$ cat src/rtl/alib_point_stream_fifo.sv
// Multi-channel point FIFO with FWFT output, fill-level flags, flush and an
// optional drop-on-full mode that counts discarded points in a saturating counter.
module alib_point_stream_fifo #(
   parameter int DEPTH        = 16,
   parameter int CHANNELS     = 3,
   parameter int CH_WIDTH     = 16,
   parameter int AF_TH        = DEPTH - 2,
   parameter int AE_TH        = 1,
   parameter int DROP_ON_FULL = 0
) (
   input  logic                              clk,
   input  logic                              rst,
   input  logic                              flush,
   input  logic [CHANNELS*CH_WIDTH-1:0]      s_data,
   input  logic                              s_last,
   input  logic                              s_valid,
   output logic                              s_ready,
   output logic [CHANNELS*CH_WIDTH-1:0]      m_data,
   output logic                              m_last,
   output logic                              m_valid,
   input  logic                              m_ready,
   output logic [$clog2(DEPTH+1)-1:0]        level,
   output logic                              almost_full,
   output logic                              almost_empty,
   output logic [15:0]                       drop_count
);

   localparam int DW = CHANNELS * CH_WIDTH;
   localparam int LW = $clog2(DEPTH + 1);
   localparam int PW = ($clog2(DEPTH) < 1) ? 1 : $clog2(DEPTH);
   localparam logic [LW-1:0] FullCnt = LW'(DEPTH);
   localparam logic [LW-1:0] AfCnt   = LW'(AF_TH);
   localparam logic [LW-1:0] AeCnt   = LW'(AE_TH);
   localparam logic [PW-1:0] PtrLast = PW'(DEPTH - 1);

   logic [DW:0]     mem_q [DEPTH];
   logic [PW-1:0]   wp_q, wp_d, rp_q, rp_d;
   logic [LW-1:0]   cnt_q, cnt_d;
   logic [15:0]     drop_q, drop_d;
   logic            full, popEn, pushEn, dropEv;

   // A full FIFO in drop mode still accepts a point when the head leaves in the same cycle.
   always_comb begin
      full    = (cnt_q == FullCnt);
      m_valid = !rst && (cnt_q != '0);
      popEn   = m_valid && m_ready && !flush;
      if (DROP_ON_FULL != 0) begin
         s_ready = !rst;
         pushEn  = s_valid && !rst && !flush && (!full || popEn);
         dropEv  = s_valid && !rst && !flush && full && !popEn;
      end else begin
         s_ready = !rst && !full;
         pushEn  = s_valid && s_ready && !flush;
         dropEv  = 1'b0;
      end
   end

   always_comb begin
      wp_d   = wp_q;
      rp_d   = rp_q;
      cnt_d  = cnt_q;
      drop_d = drop_q;
      if (flush) begin
         wp_d  = '0;
         rp_d  = '0;
         cnt_d = '0;
      end else begin
         if (pushEn) wp_d = (wp_q == PtrLast) ? '0 : wp_q + 1'b1;
         if (popEn)  rp_d = (rp_q == PtrLast) ? '0 : rp_q + 1'b1;
         case ({pushEn, popEn})
            2'b10:   cnt_d = cnt_q + 1'b1;
            2'b01:   cnt_d = cnt_q - 1'b1;
            default: cnt_d = cnt_q;
         endcase
         if (dropEv && (drop_q != 16'hFFFF)) drop_d = drop_q + 1'b1;
      end
   end

   always_ff @(posedge clk) begin
      if (rst) begin
         wp_q   <= '0;
         rp_q   <= '0;
         cnt_q  <= '0;
         drop_q <= '0;
      end else begin
         wp_q   <= wp_d;
         rp_q   <= rp_d;
         cnt_q  <= cnt_d;
         drop_q <= drop_d;
      end
   end

   // Storage is deliberately left out of reset; only occupied entries are ever presented.
   always_ff @(posedge clk) begin
      if (pushEn) mem_q[wp_q] <= {s_last, s_data};
   end

   assign {m_last, m_data} = mem_q[rp_q];
   assign level            = cnt_q;
   assign almost_full      = (cnt_q >= AfCnt);
   assign almost_empty     = (cnt_q <= AeCnt);
   assign drop_count       = drop_q;

endmodule
$ cat config.mk
export PLATFORM = sky130hd
export DESIGN_NAME = alib_point_stream_fifo
export DESIGN_NICKNAME = d
export VERILOG_FILES = /design/src/rtl/alib_point_stream_fifo.sv
export SDC_FILE = /design/constraint.sdc
export NUM_CORES = 1
export LEC_CHECK = 0
export ABC_AREA = 1
export CORE_ASPECT_RATIO = 1.25
export CORE_UTILIZATION = 35
export DETAILED_ROUTE_END_ITERATION = 7
export HOLD_SLACK_MARGIN = 0.03
export PLACE_DENSITY = 0.61
export SYNTH_ARGS = -nofsm -noshare
export SYNTH_HDL_FRONTEND = slang
export SYNTH_SLANG_ARGS = --single-unit
$ cat constraint.sdc
create_clock -name clk -period 7.6 [get_ports clk]
set_input_delay 1.52 -clock clk [delete_from_list [all_inputs] [get_ports clk]]
set_output_delay 1.52 -clock clk [all_outputs]
set_load 0.01 [all_outputs]
==> run summary, run 1 <==
Clock tree buffer depth -> 3
Most common cell after layout, fill and taps aside -> nand2_1
Slew Limit Fails -> 0
Met2 usage -> 29.71%
Full die area -> 100700 µm²
Setup-failing EPs final -> 0
Post-synth EDFFs -> 784
Main area contributors after synthesis -> edfxtp_1, nand2_1, nand3_1
Post-route clock period utilization -> 70.91%
RSZ-0062 raised after global routing -> false
Chip height -> 354.5 µm
Routability-driven placement congestion ratio -> 0.7367
Hold Slack -> 0.5429 ns
GR Util All Layers -> 16.99%
Initial core utilization -> 35.49%
Largest net degree at the start of global routing -> 177
Post_cts resized -> 0
Final Hold Viols -> 0
CTS Root Cell -> clkbuf_16
Least-Margin Pin Slew -> 1.162 ns
WL/cell -> 18.03 µm
Relative slew slack -> 22.52%
Crit. End Element -> output port
Leading cell types in the layout, fill and taps excluded -> nand2_1, edfxtp_1, inv_1, nand3_1, clkdlybuf4s50_1
DRT Pass-1 Iters -> 5
Seq/Total Area, Yosys -> 68.66%
Drt initial violations -> 1782
Seq cells post-synth -> 801
M3 GR Usage -> 2.416%
Yosys top cell by area -> edfxtp_1
Port Buf Inserts -> 111
Ports -> 128
Top FF cell, synth -> edfxtp_1
Critical Path AT -> 3.87 ns
CP startpoint kind -> flop
Vias in the first global route -> 21910
Synth warn -> 0
Share of layout cells above drive strength 1 -> 5.070%
GRT overflow -> 0
First-pass GRT wire length -> 130900 µm
CTS tree -> done
Most used routing layer -> met2
CTS Buf Count -> 78
Area Growth Syn to Fin -> 13.04%
WS Path Type -> reg -> out
CTS sink cnt -> 801
Postcts setup bufs -> 0
Placed Cells -> 4613
Row cnt -> 128
Met1 usage -> 21.43%
Antenna-violating nets left -> 0
Asr flop ratio synth -> 0%
Setup TNS -> 0 ns
Post-CTS Hold Fix Bufs -> 0
Static Leak -> 16.17 nW
Final core occ -> 40.12%
# DRC -> 0
Layout Skew -> 0.01713 ns
Routed vias/inst -> 4.724
Distinct cell type count after synthesis -> 29
Worst EP required -> 6.08 ns
CTS clk-pin slew, worst paths -> 0.06 ns
Initial antenna violation count -> 9
Htree depth -> 3
PwrDens -> 223.2 nW/µm²
Status -> finished, final reports clean
Max Fclk -> 185.5 MHz
IR drop worst, VDD -> 138.8 µV
Latest clock arrival within the worst-skew pair -> 0.63 ns
Nets@finish -> 3458
Filler Cells Inserted -> 9353
Vias -> 22470
Period minus WS final -> 5.389 ns
Post-DP HPWL -> 42400 µm
Netlist Area Pre-Place -> 34780 µm²
Max_cap viols -> 0
Drt total wl -> 85760 µm
HP Class -> reg -> reg
Core footprint -> 98010 µm²
Syn Area/Cell -> 10.45 µm²
Crit Path Max Fanout -> 103
Layout Cells excl Fill -> 4756
Synth top area share -> 67.68%
Post-Syn Instances -> 3328
Die width -> 284.0 µm
## layer usage
layer | part of all wire (%) | wire length (µm)
met1 | 43 | 36470
met5 | 0.038 | 33
met3 | 5.1 | 4399
met4 | 2.4 | 2055
met2 | 50 | 42800
## flip-flops by register name, summed over array words and instances (netlist names), named ones only
name / cells
rp_q: 4
mem_q: 784
level: 5
wp_q: 4
## cells by family (layout without fill, tap and decap cells)
kind of cell    count (synthesis)  count (layout)  share of synthesized area [%]
other cells                     1              20                        0.01078
xor+xnor                        3               3                        0.07555
compound gates                 19              19                         0.2950
buf+inv                       793             902                          10.00
simple gates                 1700            1700                          20.56
fa+ha+maj                      11              11                         0.3957
flops                         801             801                          68.66
## power by group
group          switching [mW]  internal [mW]  total, mW
registers             0.00296           4.85       4.86
logic                   0.111         0.0559      0.167
clock network            1.63           2.12       3.75
total                    1.74           7.03       8.78
## Yosys cell counts (11+ instances only)
library cell / number
buf_6: 37
buf_1: 13
nand3_1: 594
clkbuf_1: 18
nand2_1: 1072
inv_1: 609
dfxtp_1: 17
buf_2: 80
ha_1: 11
edfxtp_1: 784
nor2_1: 25
buf_4: 29
## per-stage QoR
stage | setup WS, ns | cell area (µm²) | power (mW)
2_1_floorplan | 1.757 | 34840 | 5.010
3_3_place_gp | 2.821 | 36880 | 5.119
3_5_place_dp | 2.806 | 36880 | 5.121
4_1_cts | 2.113 | 39310 | 8.852
5_1_grt | 1.942 | 39320 | 9.023
6_report | 2.211 | 39320 | 8.778
## worst paths after layout
path                    to  cells after the start  slack, ns     start
max             m_data[47]                      8       2.21      flop
max reg2reg  mem_q[13][37]                      8       4.40  level[1]
min reg2reg        wp_q[1]                      2       0.54   wp_q[1]
min                wp_q[1]                      2       0.54   wp_q[1]
## final cells by class
type / instances / area [µm²] / area share [%]
Antenna cell: 4 / 10.01 / 0.02546
Sequential cell: 801 / 23900 / 60.78
Multi-Input combinational cell: 1749 / 7584 / 19.29
Inverter: 615 / 2331 / 5.928
Clock inverter: 40 / 337.8 / 0.8592
Tap cell: 1300 / 1627 / 4.137
Clock buffer: 99 / 2095 / 5.327
Timing Repair Buffer: 148 / 1439 / 3.659
## critical path: stages (launching register included)
cell and delay, ns:
dfxtp_4 0.82, clkinv_8 0.46, buf_4 0.61, nand2_1 0.18, nand3_1 0.11, nand3_1 0.15
nand3_1 0.10, nand2_1 0.17, clkdlybuf4s50_1 0.56
Power figures use the tool's default switching activity.
==> inputs of run 2 (changes only) <==
--- a/config.mk
+++ b/config.mk
@@ -10,7 +10,7 @@
 export CORE_UTILIZATION = 35
 export DETAILED_ROUTE_END_ITERATION = 7
 export HOLD_SLACK_MARGIN = 0.03
-export PLACE_DENSITY = 0.61
+export PLACE_DENSITY = 0.62
 export SYNTH_ARGS = -nofsm -noshare
 export SYNTH_HDL_FRONTEND = slang
 export SYNTH_SLANG_ARGS = --single-unit
==> constraint.sdc (replaced) <==
create_clock -name clk -period 4.5 [get_ports clk]
set_input_delay 0.9 -clock clk [delete_from_list [all_inputs] [get_ports clk]]
set_output_delay 0.9 -clock clk [all_outputs]
set_load 0.01 [all_outputs]
==> run summary, run 2 (synthesis results as in run 1) <==
Final Power -> 14.94 mW (+70%)
CTS Buf Count -> 79 (+1.3%)
Ports -> 128 (unchanged)
Critical Path AT -> 3.07 ns (-0.80 ns)
Critical path buffers and inverters -> 3 (unchanged)
Critical path's top delay family -> buffers and inverters
Critical Path Most Common Cell -> nand3_1
Crit. End Element -> output port
IR drop worst, VDD -> 254.6 µV (+83%)
CTS sink cnt -> 801 (unchanged)
Drt total wl -> 83330 µm (-2.8%)
Filler Cells Inserted -> 9166 (-2.0%)
Die width -> 284.0 µm (unchanged)
Layout Skew -> 0.01551 ns (-0.001614 ns)
Setup-failing EPs final -> 0 (unchanged)
Antenna-violating nets left -> 0 (unchanged)
Vias in the first global route -> 21590 (-1.5%)
WS Path Type -> reg -> out
Port Buf Inserts -> 111 (unchanged)
GRT overflow -> 0 (unchanged)
Post-route clock period utilization -> 88.27%
Least-Margin Pin Slew -> 0.9370 ns (-0.2251 ns)
DRT Pass-1 Iters -> 5 (unchanged)
Initial antenna violation count -> 2 (-7)
Vias -> 22340 (-0.55%)
Post-CTS Hold Fix Bufs -> 0 (unchanged)
Chip height -> 354.5 µm (unchanged)
Full die area -> 100700 µm² (unchanged)
PwrDens -> 377.0 nW/µm² (+69%)
Slew Limit Fails -> 0 (unchanged)
Postcts setup bufs -> 0 (unchanged)
WL/cell -> 17.44 µm (-3.3%)
Drt initial violations -> 1742 (-2.2%)
Htree depth -> 3 (unchanged)
Largest net degree at the start of global routing -> 159 (-10%)
CP max-delay cell -> clkdlybuf4s50_1
Period minus WS final -> 3.972 ns
Biggest register -> mem_q
Final Hold Viols -> 0 (unchanged)
Most common cell after layout, fill and taps aside -> nand2_1
Nets@finish -> 3478 (+0.58%)
Status -> finished, final reports clean
CTS clk-pin slew, worst paths -> 0.06 ns (about the same)
CTS Root Cell -> clkbuf_16
Post_cts resized -> 0 (unchanged)
Latest clock arrival within the worst-skew pair -> 0.65 ns (+0.02 ns)
Worst EP required -> 3.60 ns (-2.48 ns)
Clock tree buffer depth -> 3 (unchanged)
# DRC -> 0 (unchanged)
GR Util All Layers -> 16.39% (-0.60 points)
Routability-driven placement congestion ratio -> 0.7562 (+2.6%)
CTS tree -> done
Crit path cell chain -> clkinv_8 > buf_12 > nand2_1 > nand3_1 > nand3_1 > nand3_1 > nand2_1 > clkdlybuf4s50_1
Row cnt -> 128 (unchanged)
Share of layout cells above drive strength 1 -> 5.696% (+0.63 points)
Max FFs per register -> 784 (unchanged)
Area taken by multi-input logic gates -> 7584 µm² (unchanged)
Register area -> 23900 µm² (unchanged)
CP peak stage delay -> 0.58 ns (-0.24 ns)
Area Growth Syn to Fin -> 13.93%
Setup TNS -> 0 ns (unchanged)
Max Fclk -> 251.7 MHz
Static Leak -> 16.34 nW (+1.1%)
HP Class -> reg -> reg
RSZ-0062 raised after global routing -> false
Hold Slack -> 0.5222 ns (-0.02067 ns)
Max_cap viols -> 0 (unchanged)
Crit Path Max Fanout -> 105 (+1.9%)
Core footprint -> 98010 µm² (unchanged)
First-pass GRT wire length -> 128100 µm (-2.2%)
Post-DP HPWL -> 45220 µm (+6.7%)
Relative slew slack -> 37.53% (+15 points)
Initial core utilization -> 35.49% (unchanged)
Routed vias/inst -> 4.677 (-0.99%)
Leading cell types in the layout, fill and taps excluded -> nand2_1, edfxtp_1, inv_1, nand3_1, clkdlybuf4s50_1
Final core occ -> 40.43% (+0.32 points)
CP startpoint kind -> flop
[run 2: changes by cell type in the layout (fill, tap and decap cells not counted), sizes merged]
cell	delta
buf	+19
bufinv	+1
clkinv	+3
clkinvlp	-4
diode	-3
inv	+5
[run 2: area by class of cell]
| type | instances | area share (%) |
|---|---|---|
| clock buffers | 99 | 5.178 |
| repair buffers | 167 | 4.307 |
| clock inverters | 45 | 1.083 |
| flip-flops and latches | 801 | 60.30 |
| multi-input cells | 1749 | 19.14 |
| inverters | 615 | 5.882 |
| well taps | 1300 | 4.104 |
| diodes | 1 | 0.006315 |
[run 2: final timing paths]
kind	start	to	slack, ns	depth (start not counted)
setup reg to reg	level[1]	mem_q[13][30]	1.65	8
hold / removal	rp_q[1]	flop	0.52	2
hold reg to reg	rp_q[1]	flop	0.52	2
setup / recovery	flop	m_data[19]	0.53	8
[run 2: layer usage]
layer / up-vias / GRT usage, % / wire length [µm] / part of all wire, %
met3: 136 / 2.262 / 3956 / 4.7
met5: - / 0 / 0 / 0
li1: 10860 / - / - / -
met4: 0 / 6.086 / 2335 / 2.8
met2: 583 / 28.57 / 42070 / 50
met1: 10760 / 20.68 / 34970 / 42
[run 2: where the power goes]
part / switching [mW] / internal [mW]
sequential: 0.00460 / 8.20
combinational: 0.195 / 0.0945
clock: 2.84 / 3.61
total: 3.04 / 11.9
[run 2: metrics by stage]
| stage | cell area (µm²) | setup WS, ns | std cells |
|---|---|---|---|
| finish | 39630 | 0.5278 | 4777 |
| global route | 39630 | 0.3898 | 4776 |
| floorplan | 34840 | -0.7235 | 3343 |
| global placement | 37150 | 0.9254 | 4632 |
| CTS | 39630 | 0.5158 | 4776 |
| detailed placement | 37150 | 0.8411 | 4632 |
[run 2: worst reg2reg max path: cells and delay by family (launching register included)]
| family | cells | cell delay [ns] |
|---|---|---|
| simple gates | 4 | 1.08 |
| buf+inv | 3 | 0.73 |
| flops | 1 | 0.46 |
| fa+ha+maj | 1 | 0.25 |
==> inputs of run 3 (changes only) <==
--- a/config.mk
+++ b/config.mk
@@ -6,7 +6,9 @@
 export NUM_CORES = 1
 export LEC_CHECK = 0
 export ABC_AREA = 1
+export CAP_MARGIN = 15
 export CORE_ASPECT_RATIO = 1.25
+export CORE_MARGIN = 4
 export CORE_UTILIZATION = 35
 export DETAILED_ROUTE_END_ITERATION = 7
 export HOLD_SLACK_MARGIN = 0.03
@@ -14,3 +16,4 @@
 export SYNTH_ARGS = -nofsm -noshare
 export SYNTH_HDL_FRONTEND = slang
 export SYNTH_SLANG_ARGS = --single-unit
+export TNS_END_PERCENT = 30
==> run summary, run 3 (synthesis results as in run 1) <==
Final Hold Viols -> 0 (unchanged)
Period minus WS final -> 4.125 ns (+0.1523 ns)
Slew Limit Fails -> 0 (unchanged)
Core footprint -> 98780 µm² (+0.78%)
CP startpoint kind -> flop
Hold Slack -> 0.5041 ns (-0.01817 ns)
Final setup margin -> 0.3755 ns (-0.1523 ns)
DRT Pass-1 Iters -> 5 (unchanged)
Relative slew slack -> 32.96% (-4.6 points)
Leading cell types in the layout, fill and taps excluded -> nand2_1, edfxtp_1, inv_1, nand3_1, clkdlybuf4s50_1
Internal -> 11.89 mW (-0.16%)
CTS sink cnt -> 801 (unchanged)
Area Growth Syn to Fin -> 13.69%
Share of layout cells above drive strength 1 -> 5.292% (-0.40 points)
Most common cell after layout, fill and taps aside -> nand2_1
Crit Reg-Reg Startpoint -> level[1]
Routability-driven placement congestion ratio -> 0.7393 (-2.2%)
Clock tree buffer depth -> 3 (unchanged)
Nets@finish -> 3468 (-0.29%)
RSZ-0062 raised after global routing -> false
Initial antenna violation count -> 2 (unchanged)
Crit. End Element -> output port
Layout Skew -> 0.01808 ns (+0.002564 ns)
CTS Buf Count -> 77 (-2.5%)
# DRC -> 0 (unchanged)
Antenna-violating nets left -> 0 (unchanged)
Critical Path AT -> 3.22 ns (+0.15 ns)
Post-DP HPWL -> 44460 µm (-1.7%)
Latest clock arrival within the worst-skew pair -> 0.63 ns (-0.02 ns)
Status -> finished, final reports clean
Chip height -> 360.5 µm (+1.7%)
Full die area -> 104500 µm² (+3.8%)
Setup-failing EPs final -> 0 (unchanged)
CTS Root Cell -> clkbuf_16
Initial core utilization -> 35.21% (-0.28 points)
R2R cell count -> 8 (unchanged)
HP Start -> rp_q[1]
Filler Cells Inserted -> 9272 (+1.2%)
WS Path Type -> reg -> out
Post-CTS Hold Fix Bufs -> 0 (unchanged)
First-pass GRT wire length -> 127900 µm (-0.13%)
Crit Path Max Fanout -> 184 (+75%)
Pre-CTS WS -> 0.9188 ns (+0.07766 ns)
CTS clk-pin slew, worst paths -> 0.06 ns (about the same)
Drt total wl -> 83540 µm (+0.25%)
Static Leak -> 16.28 nW (-0.38%)
Comb power frac -> 2.0% (about the same)
Max_cap viols -> 0 (unchanged)
Worst reg2reg path endpoint -> mem_q[9][29]
Htree depth -> 3 (unchanged)
Setup slack, reg-to-reg -> 1.77 ns (+0.12 ns)
Sequential Power Share -> 55.4% (+0.5 points)
Vias in the first global route -> 21410 (-0.81%)
Max Fclk -> 242.5 MHz (-3.7%)
Clk network pwr share -> 42.6% (-0.6 points)
Least-Margin Pin Slew -> 1.006 ns (+0.06852 ns)
Die width -> 290.0 µm (+2.1%)
Routed vias/inst -> 4.668 (-0.20%)
HP Class -> reg -> reg
GR Util All Layers -> 15.62% (-0.77 points)
GRT overflow -> 0 (unchanged)
PwrDens -> 374.5 nW/µm² (-0.67%)
Worst EP required -> 3.60 ns (about the same)
Row cnt -> 129 (+0.78%)
Biggest register -> mem_q
Largest net degree at the start of global routing -> 185 (+16%)
Diode count -> 0 (-1)
Max FFs per register -> 784 (unchanged)
Switching Share -> 19.74% (-0.58 points)
WL/cell -> 17.52 µm (+0.44%)
Postcts setup bufs -> 0 (unchanged)
Post_cts resized -> 0 (unchanged)
IR drop worst, VDD -> 257.9 µV (+1.3%)
CTS tree -> done
Port Buf Inserts -> 111 (unchanged)
Hold Path Depth -> 2 (unchanged)
Vias -> 22260 (-0.38%)
Ports -> 128 (unchanged)
Psw -> 2.924 mW (-3.7%)
Post-route clock period utilization -> 91.66% (+3.4 points)
Drt initial violations -> 1742 (unchanged)
run 3: worst max path at each step:
| stage | start | end | slack, ns | depth (start not counted) |
|---|---|---|---|---|
| global placement | rst | mem_q[9][34] | 0.97 | 9 |
| CTS | flop | m_data[25] | 0.43 | 8 |
| global route | flop | m_data[25] | 0.34 | 8 |
| finish | flop | m_data[25] | 0.38 | 8 |
| floorplan | rst | mem_q[3][0] | -0.72 | 5 |
| detailed placement | rst | mem_q[9][28] | 0.92 | 9 |
run 3: per-stage QoR:
| step | utilization [%] | area, µm² | setup TNS (ns) | instances | power, mW |
|---|---|---|---|---|---|
| CTS | 40.04 | 39550 | 0 | 4768 | 14.92 |
| global route | 40.04 | 39550 | 0 | 4768 | 15.27 |
| global placement | 37.59 | 37140 | 0 | 4634 | 8.651 |
| finish | 40.04 | 39550 | 0 | 4768 | 14.81 |
| floorplan | - | 34840 | -106.35 | 3343 | 8.461 |
| detailed placement | 37.59 | 37140 | 0 | 4634 | 8.656 |
run 3: power by group through the flow:
stage,logic (mW),clock network [mW],registers [mW]
floorplan,0.0949,0,8.37
global placement,0.287,0,8.36
global route,0.320,6.75,8.20
CTS,0.294,6.43,8.20
finish,0.290,6.32,8.20
detailed placement,0.292,0,8.36
run 3: cell type report:
cell class              instances  area [µm²]  share of cell area, %
inverters                     615        2331                  5.894
repair buffers                159        1684                  4.259
multi-input cells            1749        7584                  19.18
clock inverters                38       349.1                 0.8827
well taps                    1310        1639                  4.145
clock buffers                  96        2062                  5.214
flip-flops and latches        801       23900                  60.43
run 3: metal layers:
layer  GRT usage (%)  share of wire [%]  wire length, µm
met5               0                  0                0
met3           2.148                5.0             4181
met2           27.99                 51            42620
met4           4.765                2.3             1940
met1           19.66                 42            34800
run 3: worst max-delay path: stages (launching register included):
cell,delay [ns]
dfxtp_4,0.43
buf_12,0.58
nand2_1,0.10
nand2_1,0.11
nand2_1,0.05
nand3_1,0.19
nand3_1,0.09
nand2_1,0.22
clkdlybuf4s50_1,0.58
